**src/rtl/tablememory_pkg.sv**
```systemverilog
// Shared definitions for the 7x5 SR-latch table memory sequencer.
//   - Board geometry and the (column, row) -> flat bit index mapping.
//   - Command op and response status encodings.
//   - Sequencer FSM state encoding.
package tablememory_pkg;

  localparam int NCOLS  = 7;
  localparam int NROWS  = 5;
  localparam int NCELLS = NCOLS * NROWS;
  localparam int IDX_W  = 6;

  localparam logic OP_DROP  = 1'b0;
  localparam logic OP_CLEAR = 1'b1;

  localparam logic [1:0] ST_OK     = 2'b00;
  localparam logic [1:0] ST_FULL   = 2'b01;
  localparam logic [1:0] ST_BADCOL = 2'b10;
  localparam logic [1:0] ST_VERIFY = 2'b11;

  typedef enum logic [2:0] {
    S_INIT_CLR = 3'd0,
    S_IDLE     = 3'd1,
    S_SCAN     = 3'd2,
    S_SET      = 3'd3,
    S_VERIFY   = 3'd4,
    S_CLR      = 3'd5,
    S_RESP     = 3'd6
  } state_e;

  // Row-major with row 0 at the bottom: bit index = r*NCOLS + c.
  function automatic logic [IDX_W-1:0] CELL_IDX(input logic [2:0] c, input logic [2:0] r);
    return IDX_W'(r) * IDX_W'(NCOLS) + IDX_W'(c);
  endfunction

endpackage

```
**src/rtl/tablememory_pulse_timer.sv**
```systemverilog
// Down-counter that times one latch write pulse of PULSE_CYC cycles.
//   clk, reset_n : clock, async active-low reset
//   start        : load the counter with PULSE_CYC
//   busy         : counter non-zero (a pulse is in progress)
//   done         : last cycle of the pulse (counter == 1)
module tablememory_pulse_timer #(
  parameter int PULSE_CYC = 2
) (
  input  logic clk,
  input  logic reset_n,
  input  logic start,
  output logic busy,
  output logic done
);

  localparam int CW = $clog2(PULSE_CYC + 1);

  logic [CW-1:0] cnt_q, cnt_d;

  always_comb begin
    cnt_d = cnt_q;
    if (start)
      cnt_d = CW'(PULSE_CYC);
    else if (cnt_q != '0)
      cnt_d = cnt_q - CW'(1);
  end

  always_ff @(posedge clk or negedge reset_n) begin
    if (!reset_n)
      cnt_q <= '0;
    else
      cnt_q <= cnt_d;
  end

  assign busy = (cnt_q != '0);
  assign done = (cnt_q == CW'(1));

endmodule

```
**src/rtl/tablememory_drop_ctrl.sv**
```systemverilog
// Sequencer for the 7x5 SR-latch table memory. Accepts DROP(column) and
// CLEAR commands, scans a column bottom-up for the first empty cell, pulses
// that cell's S line and reads Q back to verify. Sole driver of all S/R lines.
//   clk, reset_n           : clock, async active-low reset
//   cmd_valid/ready/op/col : command handshake (ready only in IDLE)
//   rsp_valid/status/row   : one-cycle completion pulse with result
//   cell_s, cell_r         : registered S/R lines, bit r*NCOLS+c
//   cell_q                 : latch outputs, same indexing
//   board_full             : registered AND of all cell_q bits
module tablememory_drop_ctrl
  import tablememory_pkg::*;
#(
  parameter int PULSE_CYC = 2
) (
  input  logic              clk,
  input  logic              reset_n,
  input  logic              cmd_valid,
  output logic              cmd_ready,
  input  logic              cmd_op,
  input  logic [2:0]        cmd_col,
  output logic              rsp_valid,
  output logic [1:0]        rsp_status,
  output logic [2:0]        rsp_row,
  output logic [NCELLS-1:0] cell_s,
  output logic [NCELLS-1:0] cell_r,
  input  logic [NCELLS-1:0] cell_q,
  output logic              board_full
);

  state_e             state_q, state_d;
  logic [2:0]         row_q, row_d;
  logic [2:0]         col_q, col_d;
  logic [1:0]         status_q, status_d;
  logic [2:0]         rsp_row_q, rsp_row_d;
  logic [NCELLS-1:0]  cell_s_q, cell_s_d;
  logic [NCELLS-1:0]  cell_r_q, cell_r_d;
  logic               board_full_q, board_full_d;
  logic               tmr_start, tmr_busy, tmr_done;
  logic [IDX_W-1:0]   cur_idx;

  tablememory_pulse_timer #(.PULSE_CYC(PULSE_CYC)) u_pulse_timer (
    .clk     (clk),
    .reset_n (reset_n),
    .start   (tmr_start),
    .busy    (tmr_busy),
    .done    (tmr_done)
  );

  assign cur_idx = CELL_IDX(col_q, row_q);

  // S/R next values are decoded from the upcoming state so the lines come
  // straight off flops. A pulse line is held until the timer's done cycle,
  // which gives exactly PULSE_CYC high cycles after the starting edge.
  always_comb begin
    state_d      = state_q;
    row_d        = row_q;
    col_d        = col_q;
    status_d     = status_q;
    rsp_row_d    = rsp_row_q;
    cell_s_d     = '0;
    cell_r_d     = '0;
    tmr_start    = 1'b0;
    board_full_d = &cell_q;

    case (state_q)
      S_INIT_CLR: begin
        // First cycle out of reset the timer is idle: kick off the clear pulse.
        if (!tmr_busy) begin
          tmr_start = 1'b1;
          cell_r_d  = '1;
        end else if (tmr_done) begin
          state_d = S_IDLE;
        end else begin
          cell_r_d = '1;
        end
      end

      S_IDLE: begin
        if (cmd_valid) begin
          if (cmd_op == OP_CLEAR) begin
            state_d   = S_CLR;
            tmr_start = 1'b1;
            cell_r_d  = '1;
          end else if (cmd_col >= 3'(NCOLS)) begin
            state_d   = S_RESP;
            status_d  = ST_BADCOL;
            rsp_row_d = '0;
          end else begin
            state_d = S_SCAN;
            col_d   = cmd_col;
            row_d   = '0;
          end
        end
      end

      S_SCAN: begin
        if (!cell_q[cur_idx]) begin
          state_d            = S_SET;
          tmr_start          = 1'b1;
          cell_s_d[cur_idx]  = 1'b1;
        end else if (row_q == 3'(NROWS - 1)) begin
          state_d   = S_RESP;
          status_d  = ST_FULL;
          rsp_row_d = '0;
        end else begin
          row_d = row_q + 3'd1;
        end
      end

      S_SET: begin
        if (tmr_done)
          state_d = S_VERIFY;
        else
          cell_s_d[cur_idx] = 1'b1;
      end

      S_VERIFY: begin
        state_d = S_RESP;
        if (cell_q[cur_idx]) begin
          status_d  = ST_OK;
          rsp_row_d = row_q;
        end else begin
          status_d  = ST_VERIFY;
          rsp_row_d = '0;
        end
      end

      S_CLR: begin
        if (tmr_done) begin
          state_d   = S_RESP;
          status_d  = ST_OK;
          rsp_row_d = '0;
        end else begin
          cell_r_d = '1;
        end
      end

      S_RESP: begin
        state_d = S_IDLE;
      end

      default: begin
        state_d = S_INIT_CLR;
      end
    endcase
  end

  always_ff @(posedge clk or negedge reset_n) begin
    if (!reset_n) begin
      state_q      <= S_INIT_CLR;
      row_q        <= '0;
      col_q        <= '0;
      status_q     <= '0;
      rsp_row_q    <= '0;
      cell_s_q     <= '0;
      cell_r_q     <= '0;
      board_full_q <= 1'b0;
    end else begin
      state_q      <= state_d;
      row_q        <= row_d;
      col_q        <= col_d;
      status_q     <= status_d;
      rsp_row_q    <= rsp_row_d;
      cell_s_q     <= cell_s_d;
      cell_r_q     <= cell_r_d;
      board_full_q <= board_full_d;
    end
  end

  assign cmd_ready  = (state_q == S_IDLE);
  assign rsp_valid  = (state_q == S_RESP);
  assign rsp_status = status_q;
  assign rsp_row    = rsp_row_q;
  assign cell_s     = cell_s_q;
  assign cell_r     = cell_r_q;
  assign board_full = board_full_q;

endmodule
```
**config.mk**
```make
export PLATFORM = sky130hd
export DESIGN_NAME = tablememory_drop_ctrl
export DESIGN_NICKNAME = d
export VERILOG_FILES = /design/src/rtl/tablememory_pkg.sv /design/src/rtl/tablememory_pulse_timer.sv /design/src/rtl/tablememory_drop_ctrl.sv
export SDC_FILE = /design/constraint.sdc
export NUM_CORES = 1
export LEC_CHECK = 0
export ABC_CLOCK_PERIOD_IN_PS = 4150
export CORE_AREA = 3 3 94 96
export DETAILED_ROUTE_END_ITERATION = 6
export DIE_AREA = 0 0 97 99
export GPL_ROUTABILITY_DRIVEN = 0
export PLACE_DENSITY = 0.77
export SYNTH_ARGS = -nofsm -noshare
export SYNTH_HDL_FRONTEND = slang
export SYNTH_HIERARCHICAL = 1
export SYNTH_SLANG_ARGS = --single-unit
```
**constraint.sdc**
```tcl
create_clock -name clk -period 4.15 [get_ports clk]
set_input_delay 1.245 -clock clk [delete_from_list [all_inputs] [get_ports clk]]
set_output_delay 1.245 -clock clk [all_outputs]
set_load 0.01 [all_outputs]
```
## Word-level counts from Yosys, hierarchy flattened

Cells that the tools add are included.
W data, S select, Z words.

- Flip-flop bits (word level): 87
- Bits of input ports: 42
- Output and inout port bits: 78

- $add $sub $neg: 3
- Multiply operators: 1
- $lt $le $gt $ge: 3
- Equal/unequal tests: 20
- Mux-type cells: 51
- Bitwise gates (word level): 2
- Reductions and logical operators: 11

Operators with widths:

| operator | number |
|---|---|
| $mux W35 | 6 |
| $pmux W35 S3 | 1 |
| $pmux W35 S2 | 1 |
| $mux W3 | 21 |
| $reduce_and A35 Y1 | 1 |
| $pmux W3 S7 | 1 |
| $ne A2 B2 Y1 const B | 10 |
| $mux W2 | 9 |
| $eq A3 B3 Y1 const B | 4 |
| $pmux W3 S4 | 1 |
| $reduce_and A6 Y1 | 2 |
| $pmux W2 S4 | 1 |
| $lt A6 B7 Y1 const B | 1 |
| $reduce_and A7 Y1 | 1 |
| $add A6 B3 Y6 | 1 |
| $bmux W1 S6 | 1 |
| $demux W1 S6 | 1 |
| $eq A3 B2 Y1 const B | 2 |
| $ge A6 B1 Y1 const B | 1 |
| $mul A3 B3 Y6 const B | 1 |
| $mux W1 | 6 |
| $pmux W3 S2 | 1 |
| $reduce_bool A2 Y1 | 3 |
| $reduce_and A4 Y1 | 1 |
| other kinds (12) | 13 |

## Logic depth before layout (Yosys ltp)

- Depth in word-level cells: 8
- Gate-level depth with buffers: 15

## Modules after synthesis

The synthesis kept the hierarchy.

Modules (own cells, without submodules):

| module | instances | cells an instance | area an instance (µm²) | sequential area each (µm²) |
|---|---|---|---|---|
| tablememory_drop_ctrl | 1 | 322 | 3150.5 | 1276.2 |
| tablememory_pulse_timer | 1 | 12 | 120.1 | 50.0 |

## Least setup slack after synthesis

No wires, ideal clock.

- Kind: register to register
- Start: register row_q[0]
- End: register status_q[0], in the netlist rsp_status[0]
- Library setup time: 0.126 ns
- Data arrival time: 3.733 ns
- Slack: 0.291 ns
- Cell stages (with the launch flop): 15
- Buffers on the path: 2
- Period minus slack after synthesis: 3.859 ns
- Cell sequence: dfrtp_1 -> fa_1 -> inv_1 -> fa_1 -> inv_1 -> fa_1 -> buf_4 -> buf_4 -> mux2i_1 -> o211ai_1 -> o211ai_1 -> a32oi_2 -> nand2_4 -> a21bo_2 -> a221o_1

- Longest elaborated chain between the ends: 6

RTL lines:

| what | RTL line | RTL |
|---|---|---|
| from (decl) | tablememory_drop_ctrl.sv:31 | `logic [2:0] row_q, row_d;` |
| from (signal assigned) | tablememory_drop_ctrl.sv:160 | `row_q <= row_d;` |
| $mul A3 B3 Y6 | tablememory_pkg.sv:32 | `return IDX_W'(r) * IDX_W'(NCOLS) + IDX_W'(c);` |
| $add A6 B3 Y6 | tablememory_pkg.sv:32 |  |
| $bmux W1 S6 | tablememory_drop_ctrl.sv:97, tablememory_drop_ctrl.sv:119 |  |
| $mux W1 (not written as such) | tablememory_drop_ctrl.sv:97, tablememory_drop_ctrl.sv:119 |  |
| $ne A2 B2 Y1 (no source line) or $mux W2 (tied branches) | - |  |
| $reduce_and A7 Y1 (no source line) or $pmux W2 S4 (tied branches) | - |  |
| to (signal assigned) | tablememory_drop_ctrl.sv:162 | `status_q <= status_d;` |
| to (decl) | tablememory_drop_ctrl.sv:33 | `logic [1:0] status_q, status_d;` |

Several ways; a longest one is shown, not always the timed one. The select of a mux whose other input is x is not followed.
A chain may end at the register's enable or synchronous reset.

## Worst setup path in the final report

Ends and elaborated chain as after synthesis.

==> summary.txt <==
Worst setup path
  • Crit-path max cell delay: 0.63 ns
  • Element type at the critical path end: flop
  • Critical Path Sink: rsp_status[0]
  • Max FO, Critical Path: 9
  • Crit path kind: reg -> reg
  • Worst path required time: 4.34 ns
  • R2R setup slack: 0.18 ns
  • Crit path top cell by count: inv_1
  • Arrival @ worst endpoint: 4.17 ns
  • CP Launch Point: row_q[0]
  • Crit start category: flop
  • Worst Path Buf+Inv: 4
  • Worst reg2reg path endpoint: rsp_status[0]
  • CP max-delay cell: fa_2
  • Reg2reg start: row_q[0]
  • Crit. path cell count: 13
  • CP cell instances: fa_1 -> inv_1 -> fa_1 -> inv_1 -> fa_2 -> buf_4 -> inv_1 -> a31oi_1 -> o211ai_1 -> a32oi_2 -> nand2_4 -> a21bo_2 -> a221o_1
  • Critical path's top delay family: adder cells
  • Worst reg2reg path depth: 13

Synth
  • Synthesized area per cell: 9.79 um2
  • EDFF count, synth: 0
  • Synth Warn #: 6
  • Post-Syn Area: 3270 um2
  • #FFs+latches synth: 53
  • Yosys top cell by area: dfrtp_1
  • Post-synth ARST share: 100%
  • Register area share after synthesis: 40.6%
  • Cells after synthesis: 334
  • Synth area leaders: dfrtp_1 (41%), buf_4 (8.3%), ha_1 (5.0%)
  • Yosys cell types: 53
  • Syn nets: 393
  • Yosys top cell area share: 40.6%
  • Post-synth top flop: dfrtp_1

CTS
  • CTS Hold Bufs: 0
  • H-tree lvl count: 2
  • CTS tree: done
  • Root buffer cell: clkbuf_8
  • Total CTS buffers: 5
  • Max Root-Sink Buffers: 2
  • CTS sink cnt: 53
  • Clock Latency Late Sink: 0.31 ns
  • Clk slew on worst S/H paths: 0.10 ns

Die
  • Row count: 33
  • IO Count: 120
  • Core ar.: 8130 um2
  • Die Height: 99 um
  • Initial core utilization: 40.2%
  • Horiz. Die Dim: 97 um
  • DIE AREA: 9600 um2

Hold path
  • Hold path startpoint: col_q[0]
  • Hold Crit Class: reg -> reg

Timing
  • Tmin final: 3.97 ns
  • Max Freq: 252 MHz
  • Final setup vio count: 0
  • Final period util: 95.7%
  • Final WS setup: 0.179 ns
  • Setup Skew: 0.00965 ns
  • RSZ-0062 raised after global routing: no
  • Final hold viol count: 0
  • Final setup TNS: 0 ns
  • Worst-margin pin slew: 0.824 ns
  • Slew Viols, Final: 0
  • Slew margin rel.: 45.1%

GRT
  • Total congestion overflow: 0
  • Vias in the first global route: 2643
  • All-Layer GR Usage: 16.4%
  • Global-route wire length before repair: 13000 um
  • Largest net degree at the start of global routing: 36
  • Initial antenna violation count: 0

Placed design
  • Pre-CTS setup slack: 0.0812 ns
  • Placed instance area: 4380 um2
  • I/O Buffers: 119
  • Hpwl dp: 6270 um

Cells and area
  • Layout area overhead: 37.6%
  • Ant diodes: 0
  • Nets: 490
  • Commonest cells after routing, fill and taps aside: clkdlybuf4s50_1 (118), dfrtp_1 (53), nor2_1 (31)
  • Commonest non-fill, non-tap cell in the layout: clkdlybuf4s50_1
  • Layout cells sized above 1: 10.9%
  • Fin area: 4500 um2

Drt
  • Post-DRT Antenna Nets: 0
  • Drt first-iter violations: 240
  • WL final: 7990 um
  • Via count: 2767
  • Drc violations: 0
  • Routed vias/inst: 5.15
  • Routed wire per std cell: 14.9 um
  • TritonRoute pass-1 iters: 4

Outcome
  • Outcome: finished clean

Job
  • Maxcap violations: 0

Pwr
  • Max VDD drop: 0.000680 V
  • Power Density: 982 nW/um2
  • Leakage: 1.93 nW
## logic make-up after synthesis
family                   synth area share, %
flip-flops                              40.6
AND/OR/NAND/NOR                         19.6
multiplexers                            5.51
adder cells (fa/ha/maj)                 7.42
XOR/XNOR                                1.07
buffers and inverters                   12.4
AO/OA/AOI/OAI                           13.4
## power by group
group	total [W]	switching (W)	internal (W)
combinational	0.00337	0.00189	0.00149
sequential	0.000746	0.000130	0.000616
clock	0.000299	0.000177	0.000123
## sequential cells by signal, indices dropped and copies added, names as in the netlist
| name | cells |
|---|---|
| state_q | 3 |
| cell_r | 1 |
| col_q | 3 |
| u_pulse_timer/cnt_q | 2 |
| cell_s | 35 |
| rsp_row | 3 |
| board_full | 1 |
| rsp_status | 2 |
| row_q | 3 |
## how the worst min path moves through the flow
stage                       endpoint  slack [ns]  depth (start not counted)
after floorplan             col_q[0]        0.48                          1
after detailed placement  rsp_row[0]        0.53                          1
after CTS                   col_q[0]        0.55                          1
final                       col_q[0]        0.55                          1
after global routing        col_q[1]        0.56                          1
after global placement      col_q[1]        0.52                          1
## final cells by class
cell class,count,area (um2)
Tap cell,105,131
Clock inverter,3,26.3
Clock buffer,5,68.8
Multi-Input combinational cell,215,1550
Fill cell,729,3630
Sequential cell,53,1330
Timing Repair Buffer,136,1330
Inverter,20,75.1
## repair_timing
item	4_1_cts	5_1_grt
resized for setup	0	2
setup buffers	0	2
setup endpoints to repair	0	15
## metal layers
layer / up-vias / part of all wire [%] / global-route usage, %
met3: 8 / 5.6 / 2.34
met5: - / 0 / 0
met2: 102 / 50 / 28.9
li1: 1339 / - / -
met4: 0 / 1.4 / 4.21
met1: 1318 / 43 / 21.3
## stage by stage
| stage | hold slack (ns) | util, % | power [W] | instances |
|---|---|---|---|---|
| 2_1_floorplan | 0.484 | - | 0.00315 | 334 |
| 3_3_place_gp | 0.521 | 53.9 | 0.00398 | 527 |
| 3_5_place_dp | 0.528 | 53.9 | 0.00407 | 527 |
| 4_1_cts | 0.553 | 55.0 | 0.00437 | 535 |
| 5_1_grt | 0.558 | 55.3 | 0.00477 | 537 |
| 6_report | 0.548 | 55.3 | 0.00442 | 537 |
## Yosys cell counts (6+ instances only)
master	instances
a21oi_1	13
nor3_2	9
nand4_1	10
nor3_1	12
o211ai_1	7
mux2i_1	9
nor2b_1	6
nand3_1	12
dfrtp_1	53
nor2_1	31
o21ai_0	12
nand2_1	14
buf_4	36
and3_1	6
inv_1	20
ha_1	13
clkbuf_1	6
Power figures use the tool's default switching activity.
